--- src/rtl/pipelined_cla_adder.sv ---
// Pipelined carry-lookahead adder/subtractor with a valid/ready stream interface.
// WIDTH-bit operands are split into STAGES slices. Each pipeline stage resolves one
// slice with GROUP-wide generate/propagate lookahead and registers the slice carry.
// Unresolved upper operand bits travel skewed alongside the completed lower sum bits.
//
// Ports:
//   clk, rst             clock, synchronous active-high reset
//   in_valid / in_ready  operand beat handshake (in_ready = ~out_valid | out_ready)
//   x, y, c_in, sub      operands, carry/borrow-in, 0 = add / 1 = subtract
//   out_valid/out_ready  result beat handshake
//   sum, c_out, ovf, zero  result and flags (c_out = 1 means no borrow when subtracting)
module pipelined_cla_adder #(
  parameter int unsigned WIDTH  = 16,
  parameter int unsigned STAGES = 4,
  parameter int unsigned GROUP  = 4
) (
  input  logic             clk,
  input  logic             rst,
  input  logic             in_valid,
  output logic             in_ready,
  input  logic [WIDTH-1:0] x,
  input  logic [WIDTH-1:0] y,
  input  logic             c_in,
  input  logic             sub,
  output logic             out_valid,
  input  logic             out_ready,
  output logic [WIDTH-1:0] sum,
  output logic             c_out,
  output logic             ovf,
  output logic             zero
);

  localparam int unsigned SLICE = WIDTH / STAGES;
  localparam int unsigned NGRP  = SLICE / GROUP;

  // One slice of two-level lookahead: group G/P feed the group carries, bit carries
  // inside a group come from the group carry-in. Returns {carry_out, sum}.
  function automatic logic [SLICE:0] cla_slice(input logic [SLICE-1:0] a,
                                               input logic [SLICE-1:0] b,
                                               input logic             ci);
    logic [SLICE-1:0] g;
    logic [SLICE-1:0] p;
    logic [SLICE:0]   c;
    logic [NGRP:0]    cg;
    logic             gg;
    logic             pg;
    g     = a & b;
    p     = a ^ b;
    cg    = '0;
    cg[0] = ci;
    for (int j = 0; j < int'(NGRP); j++) begin
      gg = 1'b0;
      pg = 1'b1;
      for (int i = 0; i < int'(GROUP); i++) begin
        gg = g[j*int'(GROUP)+i] | (p[j*int'(GROUP)+i] & gg);
        pg = pg & p[j*int'(GROUP)+i];
      end
      cg[j+1] = gg | (pg & cg[j]);
    end
    c    = '0;
    c[0] = ci;
    for (int k = 0; k < int'(SLICE); k++) begin
      if (((k + 1) % int'(GROUP)) == 0) c[k+1] = cg[(k+1)/int'(GROUP)];
      else                              c[k+1] = g[k] | (p[k] & c[k]);
    end
    return {c[SLICE], p ^ c[SLICE-1:0]};
  endfunction

  // Whole pipe moves in lockstep; a stalled output freezes every stage.
  logic adv;
  assign adv      = ~out_valid | out_ready;
  assign in_ready = adv;

  for (genvar k = 0; k < int'(STAGES); k++) begin : g_stage
    localparam int unsigned AVAIL = WIDTH - k * SLICE;   // operand bits still unresolved
    localparam int unsigned DONE  = (k + 1) * SLICE;     // sum bits resolved after this stage

    logic [AVAIL-1:0] opa;
    logic [AVAIL-1:0] opb;
    logic             ci;
    logic             vin;
    logic [SLICE:0]   r;
    logic [DONE-1:0]  s_d;
    logic             v_q;
    logic             cy_q;
    logic [DONE-1:0]  s_q;

    if (k == 0) begin : g_src
      // Subtract folds into add: invert y and the carry-in at capture.
      assign opa = x;
      assign opb = sub ? ~y : y;
      assign ci  = sub ^ c_in;
      assign vin = in_valid;
      assign s_d = r[SLICE-1:0];
    end else begin : g_chain
      assign opa = g_stage[k-1].g_ops.a_q;
      assign opb = g_stage[k-1].g_ops.b_q;
      assign ci  = g_stage[k-1].cy_q;
      assign vin = g_stage[k-1].v_q;
      assign s_d = {r[SLICE-1:0], g_stage[k-1].s_q};
    end

    assign r = cla_slice(opa[SLICE-1:0], opb[SLICE-1:0], ci);

    // Data only loads with a valid beat so bubbles never disturb the result registers.
    always_ff @(posedge clk) begin
      if (rst) begin
        v_q  <= 1'b0;
        cy_q <= 1'b0;
        s_q  <= '0;
      end else if (adv) begin
        v_q <= vin;
        if (vin) begin
          cy_q <= r[SLICE];
          s_q  <= s_d;
        end
      end
    end

    if (AVAIL > SLICE) begin : g_ops
      // Upper operand slices skewed forward for later stages.
      logic [AVAIL-SLICE-1:0] a_q;
      logic [AVAIL-SLICE-1:0] b_q;
      always_ff @(posedge clk) begin
        if (rst) begin
          a_q <= '0;
          b_q <= '0;
        end else if (adv && vin) begin
          a_q <= opa[AVAIL-1:SLICE];
          b_q <= opb[AVAIL-1:SLICE];
        end
      end
    end else begin : g_flags
      // Carry into the MSB recovered from the MSB sum bit: s = a ^ b ^ c.
      logic c_msb;
      logic ovf_q;
      logic zero_q;
      assign c_msb = opa[SLICE-1] ^ opb[SLICE-1] ^ r[SLICE-1];
      always_ff @(posedge clk) begin
        if (rst) begin
          ovf_q  <= 1'b0;
          zero_q <= 1'b0;
        end else if (adv && vin) begin
          ovf_q  <= c_msb ^ r[SLICE];
          zero_q <= ~|s_d;
        end
      end
    end
  end

  assign out_valid = g_stage[STAGES-1].v_q;
  assign sum       = g_stage[STAGES-1].s_q;
  assign c_out     = g_stage[STAGES-1].cy_q;
  assign ovf       = g_stage[STAGES-1].g_flags.ovf_q;
  assign zero      = g_stage[STAGES-1].g_flags.zero_q;

endmodule

--- config.mk ---
export PLATFORM = sky130hd
export DESIGN_NAME = pipelined_cla_adder
export DESIGN_NICKNAME = d
export VERILOG_FILES = /design/src/rtl/pipelined_cla_adder.sv
export SDC_FILE = /design/constraint.sdc
export NUM_CORES = 1
export LEC_CHECK = 0
export BUFFER_PORTS_ARGS = -buffer_cell sky130_fd_sc_hd__buf_2
export CAP_MARGIN = 20
export CORE_AREA = 2 2 92 94
export DETAILED_ROUTE_END_ITERATION = 8
export DIE_AREA = 0 0 94 96
export PLACE_DENSITY = 0.75
export SLEW_MARGIN = 10
export SYNTH_ARGS = -nofsm -noshare
export SYNTH_HDL_FRONTEND = slang
export SYNTH_SLANG_ARGS = --single-unit
--- constraint.sdc ---
create_clock -name clk -period 9 [get_ports clk]
set_clock_uncertainty 0.2 [all_clocks]
set_input_delay 1.35 -clock clk [delete_from_list [all_inputs] [get_ports clk]]
set_output_delay 1.35 -clock clk [all_outputs]
set_load 0.05 [all_outputs]
After elaboration in Yosys (flattened, before gate mapping)
Index checks and enable logic that the tools add are counted.

Bits in registers: 98. Input port bits: 38. Output and inout bits: 21. Logic and storage cells: 118.

Muxes and demuxes: 1. Bitwise logic cells: 87. Reductions and logical operators: 10.

Operators with widths (number): $and A1 B1 Y1 (40); $xor A4 B4 Y4 (8); $or A1 B1 Y1 (29); $and A4 B4 Y4 (4); $mux W16 (1); $not A16 Y16 (1); $reduce_or A16 Y1 (1); $reduce_and A2 Y1 (4); $logic_and A1 B1 Y1 (4); $xor A1 B1 Y1 (4); $logic_not A1 Y1 (1); $not A1 Y1 (1).

Longest topological paths before layout
Gate-level depths: netlist (run 1).

Depth after elaboration: 10. Depth in mapped cells: 10. Gate-level depth less buffers: 9.

Least setup slack after synthesis (run 1)
OpenSTA, ideal clock, no wires.

Path kind: input-to-reg. Start point: input sub. End point: register g_stage[0].s_q[3]. Arrival time: 3.537 ns. Path slack: 5.193 ns. Stages: 10. Path buffers: 2. Cells stage by stage: buf_6 > buf_2 > xor2_1 > inv_1 > fa_1 > fa_1 > fa_1 > xnor2_1 > nand2_1 > a21oi_1.

Cells in the longest elaborated chain, start to end: 9. Elaborated cells between the ends (all ways): 11. Classes of those cells: mux: 1; bitwise: 10.

RTL lines: start, declared (line 24) `input logic sub,`; $mux W16 (line 91) `assign opb = sub ? ~y : y;`; $xor A4 B4 Y4 (line 48) `p = a ^ b;`; $and A1 B1 Y1 (line 64) `else c[k+1] = g[k] | (p[k] & c[k]);`; $or A1 B1 Y1 (line 64); $and A1 B1 Y1 (line 64); $or A1 B1 Y1 (line 64); $and A1 B1 Y1 (line 64); $or A1 B1 Y1 (line 64); $xor A4 B4 Y4 * (line 66) `return {c[SLICE], p ^ c[SLICE-1:0]};`; end signal, assigned (line 110) `s_q <= '0;`; end signal, assigned (line 115) `s_q <= s_d;`; end, declared (line 86) `logic [DONE-1:0] s_q;`.

Every way passes the cells marked *; elsewhere a longest branch is shown, timed or not. A chain may end at the register's enable or synchronous reset.

Final worst setup path (run 1)
Same ends and word-level chain as after synthesis.

==> impl_results.md, run 1 <==
* Post-route insts no fill at 646
* Final Slew Violations at 0
* Crit-path cells: buf_2 -> xor2_1 -> inv_1 -> fa_1 -> fa_1 -> fa_1 -> xnor2_1 -> nand2_1 -> a21oi_1
* Post-Synth Adder-Cell Area at 10.1%
* Core area at 8050 µm²
* Async SR Flop Fraction at 0%
* Syn-to-layout area delta at 10.3%
* Io pins at 59
* RSZ-0062 raised after global routing: no
* Relative slew slack at 28.7%
* Slew @ Worst Pin at 1070 ps
* Hold_buf cts at 0
* PnR Total Power at 842 µW
* Residual DRC at 0
* Die ar. at 9020 µm²
* Max Cap Viol at 0
* DR vias at 3304
* Number of port buffers at 58
* Met1 WL at 3860 µm
* Cell Pwr Density at 176 nW/µm²
* Die H at 96 µm
* Met3 routed WL at 419 µm
* DRT Pass-1 Iters at 4
* Seq cells post-synth at 98
* WP data arrival at 3770 ps
* Final min period at 3680 ps
* Dominant synthesized flop cell: dfxtp_1
* Final core utilization at 59.5%
* Post-CTS sizing at 0
* CTS buffer count at 9
* Vias in the first global route at 3228
* Clk_lat worst skew at 360 ps
* Max FO, Critical Path at 17
* Starting Density at 53.9%
* CTS Sinks at 98
* Critical Path Start Type: input port
* Clock slew at reported path FFs at 90 ps
* Total gr overflow at 0
* Cell Area, Synth at 4340 µm²
* Wire length of the first global-routing pass at 14100 µm
* WL final at 8050 µm
* Antenna violations before repair at 0
* CTS root buffer: clkbuf_8
* Post-DRT Antenna Nets at 0
* Routed wl met2 at 3650 µm
* Die Width at 94 µm
* Post-CTS Setup Bufs at 0
* Synth Area in Compound Gates at 16.6%
* Sum of negative setup slack at 0 ps
* VDD IR max at 0.0879 mV
* Mux contribution to synthesized area at 0%
* Status: finished, final reports clean
* Layout Nets at 602
* # rows at 33
* HPWL Detailed at 5640 µm
* Crit path max-delay family: adder cells
* Syn avg cell area at 8.74 µm²
* CP endpoint kind: register
* # diodes at 0
* Synth cell types at 35
* Endpoints failing setup at 0
* Fmax at 0.272 GHz
* CP Class: in2reg
* Cell area after layout at 4790 µm²
* Max incr delay on CP at 440 ps
* Largest family of logic cells by synthesized area: simple AND/OR/NAND/NOR gates
* RePlAce Congestion at 0.775
* Seq/Total Area, Yosys at 45.2%
* Total Routing Usage GR at 19.5%
* Hold crit path type: reg2reg
* Average routed wire per standard cell at 12.5 µm
* CTS tree: done
* Max Used Layer: met4
* Post-DR vias/cell at 5.11
* Gate Count Post-Synth at 497
* Simple-gate share of the synthesized area at 17.4%
* Clock Tree Buf Depth at 2
* Pleak at 1.90 nW
* Placed Area at 4590 µm²
* Fill cell count at 751
* Yosys warns at 0
* CP most frequent cell: fa_1
* Post-synthesis xor/xnor area fraction at 4.41%
* Share of cells above drive strength 1 at 17.9%
* Critical path required time at 9090 ps
* EDFF count, synth at 0
* H-Tree Depth at 3
* Period utilization at 40.9%
* Largest net degree at the start of global routing at 99
* Buf/Inv on CP at 2
* Slowest CP cell: fa_1
* 1st-iter DRT viols at 182
* Post-Syn Nets at 563
* Final hold violations at 0
* Placed cells at 630
stage by stage:
step / hold WS, ps / setup slack, ps
floorplan: 232 / 5190
global route: 278 / 5160
finish: 255 / 5320
CTS: 259 / 5330
global placement: 242 / 5070
detailed placement: 245 / 4940
path summary, 6_finish.rpt:
| kind | from | end | slack (ps) | cells after the start |
|---|---|---|---|---|
| max | sub | g_stage[0].s_q[3] | 5320 | 9 |
| min reg2reg | g_stage[0].g_ops.b_q[11] | g_stage[1].g_ops.b_q[7] | 260 | 2 |
| min | g_stage[0].g_ops.b_q[11] | g_stage[1].g_ops.b_q[7] | 260 | 2 |
| max reg2reg | g_stage[2].cy_q | zero | 6390 | 9 |
layout by cell type (no fill, tap or decap), types with 2 or more instances in the layout:
master and instances:
a21oi_1 75, nand3_1 2, xnor2_1 15, dfxtp_1 98, clkbuf_8 10, nand2_1 143
nor4_1 3, o211ai_1 3, nand4_1 2, buf_4 2, nor2_1 27, fa_1 12
a211oi_2 15, inv_1 21, inv_6 2, a2111oi_2 2, nor2b_1 2, xor2_1 5
and2_1 3, buf_2 57, a221oi_1 2, ha_1 16, a211oi_1 8
final cells by class:
cell class	instances	area (µm²)	share of cell area, %
clock buffer	11	141	2.95
clock inverter	5	60.1	1.25
inverter	22	85.1	1.78
multi-input combinational	346	2110	44.1
sequential	98	1960	41.0
tap	105	131	2.74
timing repair buffer	59	300	6.27
kinds of logic after synthesis:
logic type	count (synthesis)
compound gates	109
xor+xnor	21
fa+ha+maj	28
buf+inv	53
flops	98
simple gates	188
Yosys cell counts, drive strengths merged, types with 2 or more instances:
cell	count	area (µm²)
buf	22	151
nor4	3	18.8
inv	22	85.1
ha	16	200
fa	12	240
o211ai	3	22.5
a221oi	2	17.5
a2111oi	2	30.0
xor2	5	43.8
clkbuf	9	33.8
nand4	2	12.5
dfxtp	98	1960
xnor2	16	148
a211oi	23	248
nor2	27	101
and2	4	27.5
a21oi	75	375
nand2	144	543
nor2b	3	26.3
nand3	2	10.0
power by group:
| part | total [mW] | switching, mW | internal (mW) |
|---|---|---|---|
| sequential | 0.461 | 0.0108 | 0.451 |
| clock | 0.287 | 0.150 | 0.138 |
| combinational | 0.0934 | 0.0559 | 0.0375 |
| total | 0.842 | 0.216 | 0.626 |
routing by layer:
layer	global-route usage [%]	up-vias
met3	3.13	10
met2	32.4	79
met4	7.61	0
met5	0	-
met1	25.8	1501
li1	-	1714
state kept, by name, indices dropped and copies added, names as in the netlist:
signal / cells
g_stage.g_ops.b_q: 24
zero: 1
c_out: 1
g_stage.g_ops.a_q: 24
ovf: 1
g_stage.v_q: 3
sum: 16
g_stage.s_q: 24
out_valid: 1
g_stage.cy_q: 3
worst min-delay path: stages (launching register included):
cell     delay [ps]
dfxtp_1         320
nand2_1          50
a21oi_1          50
Power figures use the tool's default switching activity.
==> inputs of run 2 (changes only) <==
--- a/config.mk
+++ b/config.mk
@@ -5,12 +5,13 @@
 export SDC_FILE = /design/constraint.sdc
 export NUM_CORES = 1
 export LEC_CHECK = 0
+export ABC_AREA = 1
 export BUFFER_PORTS_ARGS = -buffer_cell sky130_fd_sc_hd__buf_2
 export CAP_MARGIN = 20
-export CORE_AREA = 2 2 92 94
+export CORE_AREA = 2 2 95 97
 export DETAILED_ROUTE_END_ITERATION = 8
-export DIE_AREA = 0 0 94 96
-export PLACE_DENSITY = 0.75
+export DIE_AREA = 0 0 97 99
+export PLACE_DENSITY = 0.73
 export SLEW_MARGIN = 10
 export SYNTH_ARGS = -nofsm -noshare
 export SYNTH_HDL_FRONTEND = slang
==> constraint.sdc (replaced) <==
create_clock -name clk -period 3.36 [get_ports clk]
set_clock_uncertainty 0.2 [all_clocks]
set_input_delay 0.504 -clock clk [delete_from_list [all_inputs] [get_ports clk]]
set_output_delay 0.504 -clock clk [all_outputs]
set_load 0.05 [all_outputs]
==> run 2 against run 1 <==
Clock-buffer cell count shrank 1. Via count grew 1.3%. Power grew to 2.7 times the previous value. Worst setup slack lost 4500 ps. Highest routed layer unchanged. Register-to-register slack lost 5300 ps. Global-route usage shrank 2.0 points. Critical path type unchanged. Utilization shrank 3.8 points. Hold slack lost 71 ps. Critical path depth is the same. Flip-flop and latch count is the same.
==> impl_results.md, run 2 <==
* Number of port buffers at 58
* VDD IR max at 0.189 mV
* Average routed wire per standard cell at 12.1 µm
* Fill cell count at 803
* Wire length of the first global-routing pass at 13900 µm
* WL final at 8080 µm
* Total gr overflow at 0
* CP endpoint kind: register
* Starting Density at 50.7%
* Cell Area, Synth at 4340 µm²
* CTS root buffer: clkbuf_8
* Top post-synthesis cells by area: dfxtp_1 45%, o21ai_0 9.8%, a21oi_1 7.3%
* Biggest regs: g_stage.g_ops.a_q (24), g_stage.g_ops.b_q (24), g_stage.s_q (24)
* Async SR Flop Fraction at 0%
* Commonest cells after routing, fill and taps aside: 98 x dfxtp_1, 85 x o21ai_0, 74 x nor2_1, 63 x a21oi_1, 58 x buf_2
* Commonest non-fill, non-tap cell in the layout: dfxtp_1
* Top-count cell post-synth: dfxtp_1
* WP data arrival at 2590 ps
* HPWL Detailed at 5940 µm
* Die H at 99 µm
* Final Slew Violations at 0
* Worst hold path startpoint: x[8]
* Hold crit path type: in2reg
* FF-to-FF setup slack at 1090 ps
* CTS tree: done
* Gate Count Post-Synth at 513
* Syn-to-layout area delta at 9.84%
* Synth cell types at 28
* GR peak layer: met2
* Fmax at 0.394 GHz
* Sum of negative setup slack at 0 ps
* RR Startpoint: g_stage[2].g_ops.a_q[0]
* Max Cap Viol at 0
* Post-Syn Nets at 579
* M2 GR Usage at 28.2%
* H-Tree Depth at 3
* Syn avg cell area at 8.46 µm²
* # diodes at 0
* Status: finished, final reports clean
* Share of cells above drive strength 1 at 16.2%
* DRT Pass-1 Iters at 4
* RR Endpoint: zero
* Hold WS at 184 ps
* RSZ-0062 raised after global routing: no
* GRT met3 Usage at 4.11%
* Die Width at 97 µm
* M1 GR Usage at 23.4%
* CTS Sinks at 98
* Clock slew at reported path FFs at 90 ps
* PnR Total Power at 2.28 mW
* Final hold violations at 0
* Seq/Total Area, Yosys at 45.2%
* Slew @ Worst Pin at 669 ps
* Yosys warns at 0
* Post-CTS Setup Bufs at 0
* RePlAce Congestion at 0.822
* Post-DR vias/cell at 4.99
* Post-CTS sizing at 0
* Pleak at 2.16 nW
* Hold Path End: g_stage[0].g_ops.a_q[4]
* Die ar. at 9600 µm²
* EDFF count, synth at 0
* Residual DRC at 0
* Critical Path Start Type: input port
* Clk_lat worst skew at 370 ps
* CTS buffer count at 9
* Io pins at 59
* Max FO, Critical Path at 7
* Leading area contributor after synthesis: dfxtp_1
* Top cells by count, synth: 98 x dfxtp_1, 85 x o21ai_0, 74 x nor2_1
* Relative slew slack at 55.3%
* Antenna violations before repair at 0
* Endpoints failing setup at 0
* Vias in the first global route at 3081
* Dominant synthesized flop cell: dfxtp_1
* Critical path required time at 3420 ps
* CP Class: in2reg
* Cell Pwr Density at 479 nW/µm²
* Hold_buf cts at 0
* Final min period at 2540 ps
* Core area at 8550 µm²
* 1st-iter DRT viols at 118
* Seq cells post-synth at 98
* R2R cell count at 9
* DR vias at 3346
* # rows at 34
* Largest net degree at the start of global routing at 53
* Synth top area share at 45.2%
* Period utilization at 75.5%
* Post-DRT Antenna Nets at 0
* Total Routing Usage GR at 17.6%
* WHS Path Cells at 3
* Clock Tree Buf Depth at 2
* Layout Nets at 623
[run 2: changes by cell type in the layout (fill, tap and decap cells not counted), sizes merged, moves of 4 or more]
cell,previous run,this run
nand2,144,37
o21ai,1,88
nor2,27,75
inv,24,61
a211oi,23,3
a21oi,75,64
nand3,2,8
xnor2,16,10
xor2,5,11
and2,4,0
clkinv,1,5
[run 2: how the worst max path moves through the flow]
stage | start | end | slack [ps] | cells past startpoint
after global routing | sub | g_stage[0].s_q[3] | 710 | 9
after floorplan | sub | g_stage[0].s_q[3] | 520 | 9
after global placement | sub | g_stage[0].s_q[3] | 520 | 9
after CTS | sub | g_stage[0].s_q[3] | 830 | 9
after detailed placement | sub | g_stage[0].s_q[3] | 430 | 9
final | sub | g_stage[0].s_q[3] | 820 | 9
[run 2: final cells by class]
cell class                      instances  area [µm²]  area share, %
Timing Repair Buffer                   61         313           6.57
Clock inverter                          6        41.3          0.867
Sequential cell                        98        1960           41.2
Multi-Input combinational cell        327        1950           40.9
Inverter                               60         235           4.94
Clock buffer                           10         128           2.68
Tap cell                              108         135           2.84
[run 2: report_power, final]
group | internal, mW | switching, mW | total [mW]
clock | 0.271 | 0.398 | 0.668
sequential | 1.23 | 0.0386 | 1.27
combinational | 0.127 | 0.212 | 0.339
total | 1.63 | 0.649 | 2.28
[run 2: cell families after synthesis]
kind of cell    share of synthesized area, %
compound gates                          18.5
xor+xnor                                4.24
simple gates                            12.1
flops                                   45.2
buf+inv                                 9.81
fa+ha+maj                               10.2
[run 2: critical path, cell delays in order]
cell and delay (ps):
buf_2 190, xor2_1 210, inv_1 80, fa_1 410
fa_1 430, fa_1 410, xnor2_1 130, o21ai_0 170
a21oi_1 50
[run 2: stage by stage]
| step | worst slack (ps) | std cells | util, % | area [µm²] |
|---|---|---|---|---|
| after floorplan | 525 | 513 | - | 4340 |
| after global placement | 525 | 654 | 53.7 | 4600 |
| after detailed placement | 429 | 654 | 53.7 | 4600 |
| after CTS | 829 | 670 | 55.7 | 4760 |
| after global routing | 710 | 670 | 55.7 | 4760 |
| final | 824 | 670 | 55.7 | 4760 |
[run 2: metal layers]
| layer | wire length, µm | up-vias |
|---|---|---|
| met5 | 0 | - |
| met4 | 129 | 0 |
| met3 | 363 | 13 |
| met2 | 3560 | 72 |
| met1 | 4030 | 1514 |
| li1 | - | 1747 |
==> inputs of run 3 (changes only) <==
--- a/config.mk
+++ b/config.mk
@@ -8,10 +8,10 @@
 export ABC_AREA = 1
 export BUFFER_PORTS_ARGS = -buffer_cell sky130_fd_sc_hd__buf_2
 export CAP_MARGIN = 20
-export CORE_AREA = 2 2 95 97
+export CORE_AREA = 2 2 92 94
 export DETAILED_ROUTE_END_ITERATION = 8
-export DIE_AREA = 0 0 97 99
-export PLACE_DENSITY = 0.73
+export DIE_AREA = 0 0 94 96
+export PLACE_DENSITY = 0.75
 export SLEW_MARGIN = 10
 export SYNTH_ARGS = -nofsm -noshare
 export SYNTH_HDL_FRONTEND = slang
==> constraint.sdc (replaced) <==
create_clock -name clk -period 2.65 [get_ports clk]
set_clock_uncertainty 0.2 [all_clocks]
set_input_delay 0.3975 -clock clk [delete_from_list [all_inputs] [get_ports clk]]
set_output_delay 0.3975 -clock clk [all_outputs]
set_load 0.05 [all_outputs]
==> run 3 against run 2 <==
Flip-flop and latch count did not move. First-iteration DRC count grew 32%. Non-clock buffer count grew 1. Global-route usage is 1.3 points higher. Critical path type is now reg2reg. Largest cell class unchanged.
==> impl_results.md, run 3 (same netlist as run 2, synthesis figures left out) <==
* Fill cell count at 784
* Commonest non-fill, non-tap cell in the layout: dfxtp_1
* CP Depth at 10
* FF-to-FF setup slack at 380 ps
* Biggest regs: g_stage.g_ops.a_q (24), g_stage.g_ops.b_q (24), g_stage.s_q (24)
* Cell Pwr Density at 610 nW/µm²
* Average routed wire per standard cell at 11.9 µm
* RR Startpoint: g_stage[2].cy_q
* Vias in the first global route at 3045
* Final Slew Violations at 0
* Sum of negative setup slack at 0 ps
* 1st-iter DRT viols at 156
* Io pins at 59
* Hold WS at 82.7 ps
* GR peak layer: met2
* Crit path max-delay family: adder cells
* Switching Fraction at 27.6%
* Critical path required time at 2740 ps
* Post-CTS sizing at 0
* Total gr overflow at 0
* Post-CTS Setup Bufs at 0
* NetSw at 806 µW
* M2 GR Usage at 30.8%
* Max Cap Viol at 0
* Clock slew at reported path FFs at 90 ps
* CTS Sinks at 98
* Residual DRC at 0
* Final core utilization at 59.6%
* Internal cell power at 2.12 mW
* Cell area after layout at 4800 µm²
* Clk network pwr share at 30.2%
* RePlAce Congestion at 0.830
* Place WS at -12.5 ps
* Total Routing Usage GR at 18.8%
* Die Width at 94 µm
* WP data arrival at 2350 ps
* Slowest CP cell: fa_1
* RSZ-0062 raised after global routing: no
* RR Endpoint: zero
* Relative slew slack at 68.5%
* Slew @ Worst Pin at 472 ps
* Layout Nets at 624
* Clock Tree Buf Depth at 2
* Final min period at 2270 ps
* Commonest cells after routing, fill and taps aside: 98 x dfxtp_1, 85 x o21ai_0, 74 x nor2_1, 63 x a21oi_1, 58 x buf_2
* Hold crit path type: in2reg
* H-Tree Depth at 3
* Antenna violations before repair at 0
* Placed Area at 4620 µm²
* Number of port buffers at 58
* Post-DR vias/cell at 4.98
* Largest net degree at the start of global routing at 78
* Pleak at 2.16 nW
* DRT Pass-1 Iters at 4
* Sequential share of power at 55.2%
* Post-DRT Antenna Nets at 0
* WL final at 7970 µm
* R2R cell count at 10
* Critical Path Start: g_stage[2].cy_q
* Critical Path Start Type: register
* Core area at 8050 µm²
* CTS root buffer: clkbuf_8
* Period utilization at 85.5%
* Endpoints failing setup at 0
* Final hold violations at 0
* # diodes at 0
* Crit-path cells: inv_1 -> fa_1 -> inv_1 -> fa_1 -> fa_1 -> inv_1 -> nand4_1 -> nor2_1 -> nand3_1 -> a21oi_1
* Status: finished, final reports clean
* Final worst setup slack at 383 ps
* Starting Density at 53.9%
* GRT met3 Usage at 3.13%
* Gate power share at 14.6%
* Max FO, Critical Path at 3
* DR vias at 3327
* Die ar. at 9020 µm²
* CP Class: reg2reg
* HPWL Detailed at 5790 µm
* Syn-to-layout area delta at 10.6%
* M1 GR Usage at 24.5%
* Max incr delay on CP at 420 ps
* CP endpoint kind: register
* Setup crit end: zero
* Wire length of the first global-routing pass at 13400 µm
* Share of cells above drive strength 1 at 16.7%
* Buf/Inv on CP at 3
* VDD IR max at 0.319 mV
* Fmax at 0.441 GHz
* # rows at 33
* Clk_lat worst skew at 360 ps
* CTS tree: done
* Hold_buf cts at 0
* Die H at 96 µm
* CTS buffer count at 9
run 3: cell count changes in the layout (fill, tap and decap cells not counted):
cell,previous run,this run
buf_12,0,1
clkinv_4,2,1
fa_2,0,2
fa_1,12,10
clkinvlp_4,0,1
clkbuf_8,9,11
inv_6,2,1
clkinv_2,3,2
run 3: layer usage:
layer | share of wire, % | vias to the layer above
met5 | 0 | -
li1 | - | 1748
met4 | 2.3 | 0
met3 | 3.8 | 15
met2 | 45 | 67
met1 | 49 | 1497
run 3: layout make-up:
class	count	area [µm²]	share of cell area, %
inverters	60	235	4.90
repair buffers	62	333	6.94
multi-input cells	327	1960	40.8
flip-flops and latches	98	1960	40.9
well taps	105	131	2.74
clock inverters	4	26.3	0.548
clock buffers	12	155	3.23
run 3: power by group through the flow:
| stage | clock network (mW) | logic, mW | registers (mW) |
|---|---|---|---|
| global placement | 0 | 0.415 | 1.64 |
| CTS | 0.906 | 0.432 | 1.61 |
| floorplan | 0 | 0.296 | 1.67 |
| global route | 0.965 | 0.487 | 1.63 |
| detailed placement | 0 | 0.430 | 1.65 |
| finish | 0.884 | 0.428 | 1.61 |
run 3: stage by stage:
stage	cells	total power, mW
2_1_floorplan	513	1.97
3_3_place_gp	652	2.06
3_5_place_dp	652	2.08
4_1_cts	668	2.95
5_1_grt	668	3.08
6_report	668	2.93
run 3: worst register-to-register path, cell delays in order, from the launching register on:
cell and delay [ps]:
dfxtp_1 350, inv_1 70, fa_1 410, inv_1 80
fa_1 190, fa_1 420, inv_1 90, nand4_1 90
nor2_1 100, nand3_1 80, a21oi_1 140
run 3: worst min-delay path by stage:
stage	end	slack (ps)	depth (start not counted)	startpoint
after floorplan	g_stage[0].g_ops.b_q[5]	230	2	g_stage[0].g_ops.b_q[5]
after global placement	g_stage[0].g_ops.b_q[9]	240	2	g_stage[0].g_ops.b_q[9]
after detailed placement	g_stage[0].g_ops.b_q[9]	250	2	g_stage[0].g_ops.b_q[9]
after CTS	g_stage[0].g_ops.a_q[7]	70	3	x[11]
after global routing	g_stage[0].g_ops.a_q[5]	80	3	x[9]
final	g_stage[0].g_ops.a_q[6]	80	3	x[10]
